--- config.mk ---
export PLATFORM = sky130hd
export DESIGN_NAME = busca_instrucao
export DESIGN_NICKNAME = d
export VERILOG_FILES = /design/src/rtl/busca_instrucao.sv
export SDC_FILE = /design/constraint.sdc
export NUM_CORES = 1
export LEC_CHECK = 0
export BUFFER_PORTS_ARGS = -buffer_cell sky130_fd_sc_hd__buf_2
export CELL_PAD_IN_SITES_DETAIL_PLACEMENT = 0
export CELL_PAD_IN_SITES_GLOBAL_PLACEMENT = 2
export CORE_UTILIZATION = 29
export CTS_CLUSTER_DIAMETER = 80
export DETAILED_ROUTE_END_ITERATION = 10
export HOLD_SLACK_MARGIN = 0.03
export PLACE_DENSITY_LB_ADDON = 0.1
export SLEW_MARGIN = 10
export SYNTH_ARGS = -nofsm -noshare
export SYNTH_HDL_FRONTEND = slang
export SYNTH_SLANG_ARGS = --single-unit
--- constraint.sdc ---
create_clock -name Clock -period 4 [get_ports Clock]
set_clock_uncertainty 0.15 [all_clocks]
set_input_delay 1.2 -clock Clock [delete_from_list [all_inputs] [get_ports Clock]]
set_output_delay 1.2 -clock Clock [all_outputs]
set_load 0.01 [all_outputs]
--- src/rtl/busca_instrucao.sv ---
`default_nettype none
// ============================================================================
// Module      : busca_instrucao
// Description : Instruction fetch unit: reads the word at the current PC,
//               holds it in the IR until decode accepts it, and requests PC+1.
//               Optional delivery counter enabled by macro BUSCA_CONTADOR_EN.
// Revision    : 1.0 - initial release
// ============================================================================
module busca_instrucao #(
    parameter int MEM_TIMEOUT = 255
) (
    input  logic        Clock,
    input  logic        Reset,
    input  logic        habilita_busca,
    input  logic [15:0] pc_atual,
    output logic        incrementaPC,
    input  logic        desvio,
    output logic        mem_le,
    output logic [15:0] mem_endereco,
    input  logic        mem_pronto,
    input  logic [15:0] mem_dado,
    output logic [15:0] instrucao,
    output logic        instrucao_valida,
    input  logic        consumidor_pronto,
    output logic        erro_barramento
`ifdef BUSCA_CONTADOR_EN
    ,
    output logic [15:0] contador_buscas
`endif
);

    localparam logic [7:0] c_LIMITE = 8'(MEM_TIMEOUT - 1);

    typedef enum logic [2:0] {
        OCIOSO    = 3'd0,
        REQUISITA = 3'd1,
        ENTREGA   = 3'd2,
        DESCARTE  = 3'd3,
        ERRO      = 3'd4
    } estado_t;

    estado_t     r_estado;
    logic [7:0]  r_contador_tempo;
    logic        r_mem_le;
    logic        r_inc_pc;
    logic        r_valida;
    logic        r_erro;
    logic [15:0] r_instrucao;

    always_ff @(posedge Clock or posedge Reset) begin
        if (Reset) begin
            r_estado         <= OCIOSO;
            r_contador_tempo <= 8'd0;
            r_mem_le         <= 1'b0;
            r_inc_pc         <= 1'b0;
            r_valida         <= 1'b0;
            r_erro           <= 1'b0;
            r_instrucao      <= 16'h0000;
        end else begin
            r_inc_pc <= 1'b0;
            // A taken branch overrides everything except the terminal error state
            if (desvio && (r_estado != ERRO)) begin
                r_estado         <= DESCARTE;
                r_mem_le         <= 1'b0;
                r_valida         <= 1'b0;
                r_contador_tempo <= 8'd0;
            end else begin
                case (r_estado)
                    OCIOSO: begin
                        if (habilita_busca) begin
                            r_estado <= REQUISITA;
                            r_mem_le <= 1'b1;
                        end
                    end
                    REQUISITA: begin
                        if (mem_pronto) begin
                            r_instrucao      <= mem_dado;
                            r_valida         <= 1'b1;
                            r_inc_pc         <= 1'b1;
                            r_estado         <= ENTREGA;
                            r_mem_le         <= 1'b0;
                            r_contador_tempo <= 8'd0;
                        end else if (r_contador_tempo == c_LIMITE) begin
                            r_estado         <= ERRO;
                            r_mem_le         <= 1'b0;
                            r_erro           <= 1'b1;
                            r_contador_tempo <= 8'd0;
                        end else begin
                            r_contador_tempo <= r_contador_tempo + 8'd1;
                        end
                    end
                    ENTREGA: begin
                        if (consumidor_pronto) begin
                            r_valida <= 1'b0;
                            r_estado <= habilita_busca ? REQUISITA : OCIOSO;
                            r_mem_le <= habilita_busca;
                        end
                    end
                    DESCARTE: begin
                        r_estado <= habilita_busca ? REQUISITA : OCIOSO;
                        r_mem_le <= habilita_busca;
                    end
                    ERRO: begin
                        r_mem_le <= 1'b0;
                        r_valida <= 1'b0;
                    end
                    default: begin
                        r_estado <= OCIOSO;
                        r_mem_le <= 1'b0;
                        r_valida <= 1'b0;
                    end
                endcase
            end
        end
    end

`ifdef BUSCA_CONTADOR_EN
    logic [15:0] r_contador_buscas;
    logic        w_entrega_aceita;

    // Only a real handshake counts; a concurrent branch turns it into a discard
    assign w_entrega_aceita = (r_estado == ENTREGA) && consumidor_pronto && !desvio;

    always_ff @(posedge Clock or posedge Reset) begin
        if (Reset) begin
            r_contador_buscas <= 16'h0000;
        end else if (w_entrega_aceita) begin
            r_contador_buscas <= r_contador_buscas + 16'd1;
        end
    end

    assign contador_buscas = r_contador_buscas;
`endif

    // The PC register also sees desvio, so the increment is suppressed in that cycle
    assign incrementaPC     = r_inc_pc & ~desvio;
    assign mem_le           = r_mem_le;
    assign mem_endereco     = pc_atual;
    assign instrucao        = r_instrucao;
    assign instrucao_valida = r_valida;
    assign erro_barramento  = r_erro;

endmodule
`default_nettype wire

# Word-level counts from Yosys, hierarchy flattened
# Index checks and enable logic that the tools add are counted.
[op_classes]
addsub = 1
mul = 0
div_mod_pow = 0
n_lt_le_gt_ge = 0
n_eq_ne = 12
shift = 0
muxes = 24
n_bitwise = 4
n_reduce_logical = 9
[op_table]
columns = ["op", "n"]
rows = [
  ["two-way mux 8 bit", 4],
  ["two-way mux 3 bit", 5],
  ["case mux 3 bit (5 select lines)", 1],
  ["two-way mux 1 bit", 12],
  ["!= test 3 bit, second input constant", 4],
  ["AND reduction 3 bit", 3],
  ["adder 8 x 1 -> 8 bit, second input constant", 1],
  ["equality test 8 bit, second input constant", 1],
  ["AND reduction 4 bit", 2],
  ["equality test 3 x 2 -> 1 bit, second input constant", 2],
  ["!= test 4 bit, second input constant", 1],
  ["case mux 1 bit (4 select lines)", 1],
  ["equality test 3 x 1 -> 1 bit, second input constant", 1],
  ["equality test 3 bit, second input constant", 1],
  ["zero test 3 bit", 1],
  ["NOT 1 bit", 3],
  ["case mux 1 bit (3 select lines)", 1],
  ["!= test 2 x 1 -> 1 bit, second input constant", 1],
  ["!= test 2 bit, second input constant", 1],
  ["nonzero test 2 bit", 1],
  ["OR reduction 2 bit", 1],
  ["AND 1 bit", 1],
  ["logical AND 1 bit", 1],
]
[word_totals]
register_bits = 31
latchBits = 0
ram_bits = 0
mem_bits_ro = 0
input_bits = 38
output_inout_bits = 36
memories = 0

# Depth between registers and ports, before layout
# Gate-level depths: netlist of run 1.
[depth]
ltp_word = 5
ltp_mapped = 5
depth_no_buf = 5

# Worst setup path after synthesis of run 1
# Ideal clock, no wire load.
[synth_timing]
path_kind = "input-to-output"
startpoint = "input port desvio"
endpoint = "output port incrementaPC"
arrival_ns = 1.541
setup_slack_ns = 1.109
cell_stages = 2
n_path_buf = 1
path_cell_list = "buf_2 nor2b_1"
[synth_via]
elab_chain_cells = 2
[synth_rtl]
columns = ["element", "line", "source"]
rows = [
  ["from (decl)", "17", "input logic desvio,"],
  ["NOT 1 bit", "136", "assign incrementaPC = r_inc_pc & ~desvio;"],
  ["AND 1 bit", "136", ""],
  ["to (decl)", "16", "output logic incrementaPC,"],
]
# No other way between the ends.

# Final worst setup path of run 1
# Ends and elaborated chain as after synthesis.

==> flow_metrics.tcl, run 1 <==
set metrics [dict create \
    status "finished clean" \
    layout-drive-gt1-share 0.376 \
    num_vias 1130 \
    synth_edf_count 0 \
    ctsRootBufferMaster "clkbuf_8" \
    synth_area_leaders "dfrtp_1, buf_4, mux2_1, mux2_2, o21ai_0" \
    die_h_um 75.6 \
    relSlewSlack 0.693 \
    crit_end "incrementaPC" \
    criticalPathCategory "primary input to output pin" \
    tightest_slew_ns 0.459 \
    regToRegStartpoint "r_estado[0]$_DFFE_PP0P_" \
    hold_buffers 0 \
    reg2reg_to "mem_le$_DFFE_PP0P_" \
    slew_viol_final 0 \
    synth_top_family_by_area "simple AND/OR/NAND/NOR gates" \
    cts_resized 0 \
    synth_cell_types 40 \
    wirelength_um 3220 \
    cts_tree "built" \
    port_buffers 41 \
    grt_overflow 0 \
    maxCapViolations 0 \
    track_usage 0.131 \
    finalHoldViolCount 0 \
    min_period_ns 3.00 \
    area_delta_synth_final_pct 15.9 \
    synth.top_cell.area_share 0.493 \
    rrSetupSlack_ns 2.12 \
    synthCells 142 \
    mostFrequentLayoutCell "buf_2" \
    cts_buffers 5 \
    synth_xor_area_frac 0.00557 \
    start_util 0.304 \
    fmax_ghz 0.333 \
    htree_levels 2 \
    crit_path_end_kind "output pin" \
    synthAdderAreaFrac 0.0159 \
    synthMuxAreaShare 0.130 \
    drcViolationCount 0 \
    arrival_ns 1.65 \
    syn_area_um2 1570 \
    rsz0062_at_grt "no" \
    ys_seq_elements 31 \
    synth_compound_area_frac 0.120 \
    reg2regPathDepth 4 \
    finalCritPeriodShare 0.751 \
    final-setup-viol-count 0 \
    synth_largest_area_cell "dfrtp_1" \
    ys_seq_area_frac 0.493 \
    clk_transition_reported_paths_ns 0.06 \
    ys.flop_type "dfrtp_1" \
    required_ns 2.65 \
    cts.sinks 31 \
    nNetsFinal 212 \
    core_area_um2 5170 \
    fin_tns_setup_ns 0 \
    power.density_nw_per_um2 469 \
    dp.final_hpwl_um 2350 \
    grt_pass1_wl_um 5420 \
    postLayoutCoreUtil 0.352 \
    asyncSetResetFlopFracSynth 1.00 \
    insertedDiodeCount 0 \
    clkLatencyLatePin_ns 0.28 \
    hp-class "flop to flop" \
    min_path_cells 1 \
    vias_per_cell 4.65 \
    cp-startpoint "desvio" \
    critPathMaxFanout 13 \
    dr.pass1.iters 4 \
    yosysWarnings 0 \
    die_x_um 75.6 \
    leakagePower_uw 0.000885 \
    synth-simple-area-share 0.134 \
    syn_nets 182 \
    gp_congestion 0.756 \
    ir_drop_uv 222 \
    grt_max_degree 32 \
    avgSynthCellArea_um2 11.1 \
    dieArea_um2 5720 \
    drt_iter0_drc 66 \
    grt_antenna_before_repair 0 \
    num_rows 26 \
    pin_count 74 \
    cts_setup_buffers 0 \
    grt_pass1_vias 1146 \
    clock_path_buffers 2 \
    most-common-layout-cells "buf_2, dfrtp_1, mux2_1, o21ai_0" \
    cp-start-kind "primary input" \
    routedWlPerCell_um 13.2 \
    antenna_left 0 \
]
[through the flow]
step / power [µW] / setup slack (ns) / instance area [µm²] / hold slack [ns] / instances
2_1_floorplan: 546 / 1.11 / 1570 / 0.343 / 142
3_3_place_gp: 620 / 0.987 / 1740 / 0.306 / 235
3_5_place_dp: 623 / 0.993 / 1740 / 0.315 / 235
4_1_cts: 870 / 0.993 / 1820 / 0.335 / 243
5_1_grt: 909 / 0.954 / 1820 / 0.343 / 243
6_report: 854 / 0.998 / 1820 / 0.326 / 243
[final cells by class]
class,count,area (µm²)
clock inverter,2,12.5
multi-input combinational,86,639
fill,532,3350
timing repair buffer,42,213
sequential,31,776
clock buffer,6,72.6
inverter,6,22.5
tap,70,87.6
[logic make-up (layout without fill, tap and decap cells)]
family | count (synthesis) | after routing
AND/OR/NAND/NOR | 38 | 38
flip-flops | 31 | 31
AO/OA/AOI/OAI | 27 | 27
buffers and inverters | 25 | 56
multiplexers | 18 | 18
adder cells (fa/ha/maj) | 2 | 2
XOR/XNOR | 1 | 1
[worst min path at each step]
stage                                        to                         from  slack (ns)
finish              erro_barramento$_DFFE_PP0P_  erro_barramento$_DFFE_PP0P_        0.33
global route        erro_barramento$_DFFE_PP0P_  erro_barramento$_DFFE_PP0P_        0.34
CTS                 erro_barramento$_DFFE_PP0P_  erro_barramento$_DFFE_PP0P_        0.33
detailed placement  erro_barramento$_DFFE_PP0P_  erro_barramento$_DFFE_PP0P_        0.32
global placement    erro_barramento$_DFFE_PP0P_  erro_barramento$_DFFE_PP0P_        0.31
floorplan           erro_barramento$_DFFE_PP0P_  erro_barramento$_DFFE_PP0P_        0.34
[power breakdown]
group	switching, µW	internal, µW
clock network	117	121
logic	96.6	99.7
registers	38.8	380
[metal layers]
metal,up-vias,track usage,part of all wire
met5,-,0,0
met4,0,0.0782,0.029
met3,18,0.0410,0.051
met2,34,0.203,0.48
met1,535,0.159,0.44
li1,543,-,-
[flip-flops by register name, summed over array words and instances, names as in the netlist]
name / count
instrucao: 16
erro_barramento: 1
mem_le: 1
r_contador_tempo: 8
r_estado: 3
instrucao_valida: 1
r_inc_pc: 1
[worst max-delay path, stage by stage]
cell	delay (ns)
buf_2	0.23
nor2b_1	0.07
buf_2	0.15
[synthesized netlist by cell type (2+ instances only)]
| library cell | count |
|---|---|
| a21oi_1 | 4 |
| a32o_1 | 2 |
| and2_1 | 2 |
| buf_2 | 3 |
| buf_4 | 16 |
| dfrtp_1 | 31 |
| ha_1 | 2 |
| inv_1 | 6 |
| mux2_1 | 9 |
| mux2_2 | 7 |
| nand2_1 | 8 |
| nand3_1 | 4 |
| nor2_1 | 8 |
| nor3_1 | 4 |
| o21ai_0 | 9 |
| or3_1 | 3 |
Note: power is estimated with default switching activity, not from simulation.
==> run 2: changes to the inputs <==
--- a/config.mk
+++ b/config.mk
@@ -8,7 +8,7 @@
 export BUFFER_PORTS_ARGS = -buffer_cell sky130_fd_sc_hd__buf_2
 export CELL_PAD_IN_SITES_DETAIL_PLACEMENT = 0
 export CELL_PAD_IN_SITES_GLOBAL_PLACEMENT = 2
-export CORE_UTILIZATION = 29
+export CORE_UTILIZATION = 24
 export CTS_CLUSTER_DIAMETER = 80
 export DETAILED_ROUTE_END_ITERATION = 10
 export HOLD_SLACK_MARGIN = 0.03
==> constraint.sdc (replaced) <==
create_clock -name Clock -period 2.45 [get_ports Clock]
set_clock_uncertainty 0.15 [all_clocks]
set_input_delay 0.735 -clock Clock [delete_from_list [all_inputs] [get_ports Clock]]
set_output_delay 0.735 -clock Clock [all_outputs]
set_load 0.01 [all_outputs]
==> run 2 against run 1 <==
- flip-flop and latch count is the same
- core utilization is 5.5 points lower
- register-to-register slack lost 1.4 ns
- highest routed layer unchanged
- via count grew 0.53%
- non-clock buffer count increased by 3
- combinational power rose by 67%
- critical endpoint unchanged
==> flow_metrics.tcl, run 2 (same netlist as run 1, synthesis figures left out) <==
set metrics [dict create \
    status "finished clean" \
    path_delay_family "buffers and inverters" \
    antenna_left 0 \
    core_area_um2 6350 \
    rsz0062_at_grt "no" \
    routedWlPerCell_um 13.1 \
    hp-class "flop to flop" \
    cpPeakStageDelay_ns 0.18 \
    drcViolationCount 0 \
    cts_resized 0 \
    htree_levels 2 \
    die_h_um 83.0 \
    design_area_um2 1890 \
    grt_pass1_vias 1172 \
    num_rows 29 \
    insertedDiodeCount 0 \
    clk_transition_reported_paths_ns 0.07 \
    nNetsFinal 215 \
    mostFrequentLayoutCell "buf_2" \
    pin_count 74 \
    min_period_ns 2.09 \
    hold_buffers 0 \
    p_total_uw 1520 \
    track_usage 0.103 \
    reg2regPathDepth 5 \
    die_x_um 83.0 \
    cp-start-kind "primary input" \
    slew_viol_final 0 \
    relSlewSlack 0.733 \
    required_ns 1.56 \
    cp_cell_sequence "buf_2 -> nor2b_1 -> buf_2" \
    cp-startpoint "desvio" \
    dieArea_um2 6880 \
    tightest_slew_ns 0.400 \
    port_buffers 41 \
    leakagePower_uw 0.000919 \
    finalCritPeriodShare 0.853 \
    min_from "erro_barramento$_DFFE_PP0P_" \
    critPathMaxFanout 13 \
    clock_path_buffers 2 \
    gp_congestion 0.714 \
    num_vias 1136 \
    start_util 0.248 \
    ir_drop_uv 355 \
    fin_tns_setup_ns 0 \
    critPathBufInv 2 \
    min_path_cells 1 \
    most-common-layout-cells "buf_2, dfrtp_1, mux2_1, o21ai_0" \
    grt_antenna_before_repair 0 \
    crit_path_end_kind "output pin" \
    holdWs_ns 0.303 \
    grt_overflow 0 \
    cpMostUsedCell "buf_2" \
    grt_pass1_wl_um 5650 \
    layout-drive-gt1-share 0.392 \
    multi_input_area_um2 639 \
    grt_max_degree 32 \
    finalHoldViolCount 0 \
    largest_reg_flops 16 \
    cts_buffers 5 \
    dp.final_hpwl_um 2440 \
    final-setup-viol-count 0 \
    criticalPathCategory "primary input to output pin" \
    crit_slowest_cell "buf_2" \
    arrival_ns 1.20 \
    vias_per_cell 4.49 \
    clkLatencyLatePin_ns 0.28 \
    regToRegStartpoint "r_contador_tempo[0]$_DFFE_PP0P_" \
    seqCellArea_um2 776 \
    drt_iter0_drc 44 \
    ctsRootBufferMaster "clkbuf_8" \
    power.density_nw_per_um2 806 \
    nFillCells 626 \
    area_delta_synth_final_pct 20.0 \
    cts_tree "built" \
    dr.pass1.iters 4 \
    maxCapViolations 0 \
    cp.depth 3 \
    wirelength_um 3300 \
    cts_setup_buffers 0 \
    placed_cell_area_um2 1770 \
    fmax_ghz 0.479 \
    cts.sinks 31 \
]
==> run 2: cell types whose count changed in the layout (fill, tap and decap cells not counted), sizes merged <==
cell and delta:
buf +3, bufinv +1, clkinvlp -1
==> run 2: layer usage <==
metal,up-vias,share of wire,GRT usage
met5,-,0,0
met4,0,0.017,0.0392
met3,7,0.064,0.0358
met2,35,0.48,0.168
met1,546,0.44,0.125
li1,548,-,-
==> run 2: path summary, 6_finish.rpt <==
check | to | slack, ns
worst min-delay path | erro_barramento$_DFFE_PP0P_ | 0.30
worst min register to register | erro_barramento$_DFFE_PP0P_ | 0.30
worst max register to register | mem_le$_DFFE_PP0P_ | 0.70
worst max-delay path | incrementaPC | 0.36
min in group asynchronous | instrucao[10]$_DFFE_PP0P_ | 0.37
max in group asynchronous | r_contador_tempo[5]$_DFFE_PP0P_ | 1.48
==> run 2: worst register-to-register path, stage by stage, from the launching register on <==
cell and delay, ns:
dfrtp_1 0.44, inv_1 0.08, ha_1 0.21, nand4_2 0.18, a32o_1 0.29, mux2_4 0.30
==> run 2: stage by stage <==
step | utilization | std cells | worst slack, ns
global placement | 0.279 | 245 | 0.313
detailed placement | 0.279 | 245 | 0.282
global route | 0.297 | 253 | 0.279
finish | 0.297 | 253 | 0.360
CTS | 0.297 | 253 | 0.331
floorplan | - | 142 | 0.489
==> run 2: final cells by class <==
type	count	area share
Clock buffer	6	0.0438
Timing Repair Buffer	45	0.125
Inverter	6	0.0119
Sequential cell	31	0.411
Tap cell	77	0.0511
Clock inverter	2	0.0186
Multi-Input combinational cell	86	0.339
==> run 2: power by group <==
part	internal (µW)	total [µW]	switching (µW)
Clock	329	516	187
Combinational	166	327	161
Sequential	621	678	57.2
Total	1120	1520	406
==> run 3: changes to the inputs <==
--- a/config.mk
+++ b/config.mk
@@ -5,10 +5,11 @@
 export SDC_FILE = /design/constraint.sdc
 export NUM_CORES = 1
 export LEC_CHECK = 0
+export ABC_AREA = 1
 export BUFFER_PORTS_ARGS = -buffer_cell sky130_fd_sc_hd__buf_2
 export CELL_PAD_IN_SITES_DETAIL_PLACEMENT = 0
 export CELL_PAD_IN_SITES_GLOBAL_PLACEMENT = 2
-export CORE_UTILIZATION = 24
+export CORE_UTILIZATION = 22
 export CTS_CLUSTER_DIAMETER = 80
 export DETAILED_ROUTE_END_ITERATION = 10
 export HOLD_SLACK_MARGIN = 0.03
==> run 3 against run 2 <==
- clock power increased by 18%
- setup slack improved by 0.10 ns
- final cell count increased by 34%
==> flow_metrics.tcl, run 3 <==
set metrics [dict create \
    status "finished clean" \
    final-setup-viol-count 0 \
    multi_input_area_um2 643 \
    ir_drop_uv 376 \
    seqCellArea_um2 776 \
    cp-start-kind "primary input" \
    ys.flop_type "dfrtp_1" \
    power.density_nw_per_um2 944 \
    criticalPathCategory "primary input to output pin" \
    relSlewSlack 0.709 \
    cts_resized 0 \
    finalCritPeriodShare 0.810 \
    drt_iter0_drc 58 \
    finalHoldViolCount 0 \
    syn_area_um2 1650 \
    nNetsFinal 278 \
    crit_path_end_kind "output pin" \
    min_period_ns 1.99 \
    synthCells 208 \
    p_int_uw 1280 \
    synth_area_leaders "dfrtp_1, nand2_1, buf_4, nor2_1, inv_1" \
    pin_count 74 \
    cts_setup_buffers 0 \
    sw_frac_of_total 0.314 \
    num_rows 31 \
    hp-class "flop to flop" \
    placed_cell_area_um2 1840 \
    switchingPower_uw 584 \
    drcViolationCount 0 \
    core_area_um2 7250 \
    antenna_left 0 \
    seq_power_share 0.402 \
    nFillCells 818 \
    layout.cells.non_filler 338 \
    largest_reg_flops 16 \
    dr.pass1.iters 4 \
    grt_overflow 0 \
    critPathMaxFanout 4 \
    ys_seq_elements 31 \
    syn_nets 248 \
    dp.final_hpwl_um 2720 \
    synth.top_cell.area_share 0.469 \
    clkLatencyLatePin_ns 0.28 \
    cts.sinks 31 \
    hold_buffers 0 \
    p_total_uw 1860 \
    fin_ws_ns 0.465 \
    design_area_um2 1970 \
    clock_path_buffers 2 \
    synth_largest_area_cell "dfrtp_1" \
    dieArea_um2 7870 \
    tightest_slew_ns 0.437 \
    rsz0062_at_grt "no" \
    clk_transition_reported_paths_ns 0.07 \
    fmax_ghz 0.504 \
    synth_cell_types 28 \
    mostFrequentLayoutCell "nand2_1" \
    grt_antenna_before_repair 0 \
    most-common-layout-cells "nand2_1, buf_2, dfrtp_1" \
    maxCapViolations 0 \
    cts_tree "built" \
    synth.most_common_cell "nand2_1" \
    leakagePower_uw 0.00108 \
    ys_seq_area_frac 0.469 \
    pre_cts_slack_ns 0.459 \
    grt_pass1_wl_um 6290 \
    arrival_ns 1.10 \
    asyncSetResetFlopFracSynth 1.00 \
    track_usage 0.108 \
    avgSynthCellArea_um2 7.95 \
    vias_per_cell 3.80 \
    area_delta_synth_final_pct 19.2 \
    gp_congestion 0.672 \
    ctsRootBufferMaster "clkbuf_8" \
    synth_edf_count 0 \
    die_h_um 88.7 \
    power_frac_comb 0.270 \
    power_frac_clock 0.327 \
    grt_max_degree 32 \
    start_util 0.228 \
    synth_commonest_cells "nand2_1, dfrtp_1, nor2_1" \
    required_ns 1.56 \
    port_buffers 41 \
    htree_levels 2 \
    routedWlPerCell_um 11.3 \
    layout-drive-gt1-share 0.268 \
    insertedDiodeCount 0 \
    grt_pass1_vias 1272 \
    yosysWarnings 0 \
    wirelength_um 3800 \
    dp_cells 330 \
    fin_tns_setup_ns 0 \
    slew_viol_final 0 \
    cts_buffers 5 \
    die_x_um 88.7 \
    num_vias 1286 \
]
-- run 3: changes by cell type after synthesis, moves of 5 or more --
| cell | change |
|---|---|
| o21ai_0 | -8 |
| mux2_1 | -9 |
| nand3_1 | +5 |
| nor2_1 | +12 |
| inv_1 | +12 |
| nand2_1 | +72 |
| mux2_2 | -7 |
-- run 3: layout make-up --
cell class,count,share of cell area
Clock buffer,6,0.0368
Clock inverter,2,0.0305
Inverter,21,0.0425
Multi-Input combinational cell,137,0.326
Sequential cell,31,0.393
Tap cell,99,0.0628
Timing Repair Buffer,42,0.108
-- run 3: path summary, 6_finish.rpt --
check,start,endpoint,slack [ns],cells past startpoint
max in group asynchronous,Reset,r_contador_tempo[5]$_DFFE_PP0P_,1.45,3
setup reg to reg,r_contador_tempo[0]$_DFFE_PP0P_,r_contador_tempo[5]$_DFFE_PP0P_,0.77,9
min in group asynchronous,Reset,instrucao[6]$_DFFE_PP0P_,0.38,3
hold reg to reg,instrucao[15]$_DFFE_PP0P_,instrucao[15]$_DFFE_PP0P_,0.33,2
setup / recovery,desvio,incrementaPC,0.46,3
hold / removal,instrucao[15]$_DFFE_PP0P_,instrucao[15]$_DFFE_PP0P_,0.33,2
-- run 3: per-layer routing --
metal,vias up,share of wire,global-route usage
met3,8,0.070,0.0429
met5,-,0,0
met1,550,0.50,0.143
met2,47,0.41,0.155
met4,0,0.014,0.0469
li1,681,-,-
-- run 3: kinds of logic (layout without fill, tap and decap cells) --
group                    count (synthesis)  after routing  synth area share
AO/OA/AOI/OAI                            9              9            0.0378
adder cells (fa/ha/maj)                  2              2            0.0151
buffers and inverters                   40             71             0.142
flip-flops                              31             31             0.469
AND/OR/NAND/NOR                        126            126             0.336
-- run 3: power groups by stage --
stage	logic [µW]	clock network (µW)	registers, µW
after floorplan	263	0	822
after global placement	524	0	757
after detailed placement	517	0	754
after CTS	515	632	751
after global routing	580	648	766
final	503	609	749
-- run 3: critical path, stage by stage --
cell and delay [ns]:
buf_2 0.14, nor2_1 0.10, buf_2 0.13
-- run 3: stage by stage --
| step | utilization | hold slack, ns |
|---|---|---|
| 6_report | 0.272 | 0.326 |
| 5_1_grt | 0.272 | 0.348 |
| 4_1_cts | 0.272 | 0.330 |
| 3_5_place_dp | 0.254 | 0.310 |
| 3_3_place_gp | 0.254 | 0.308 |
| 2_1_floorplan | - | 0.351 |
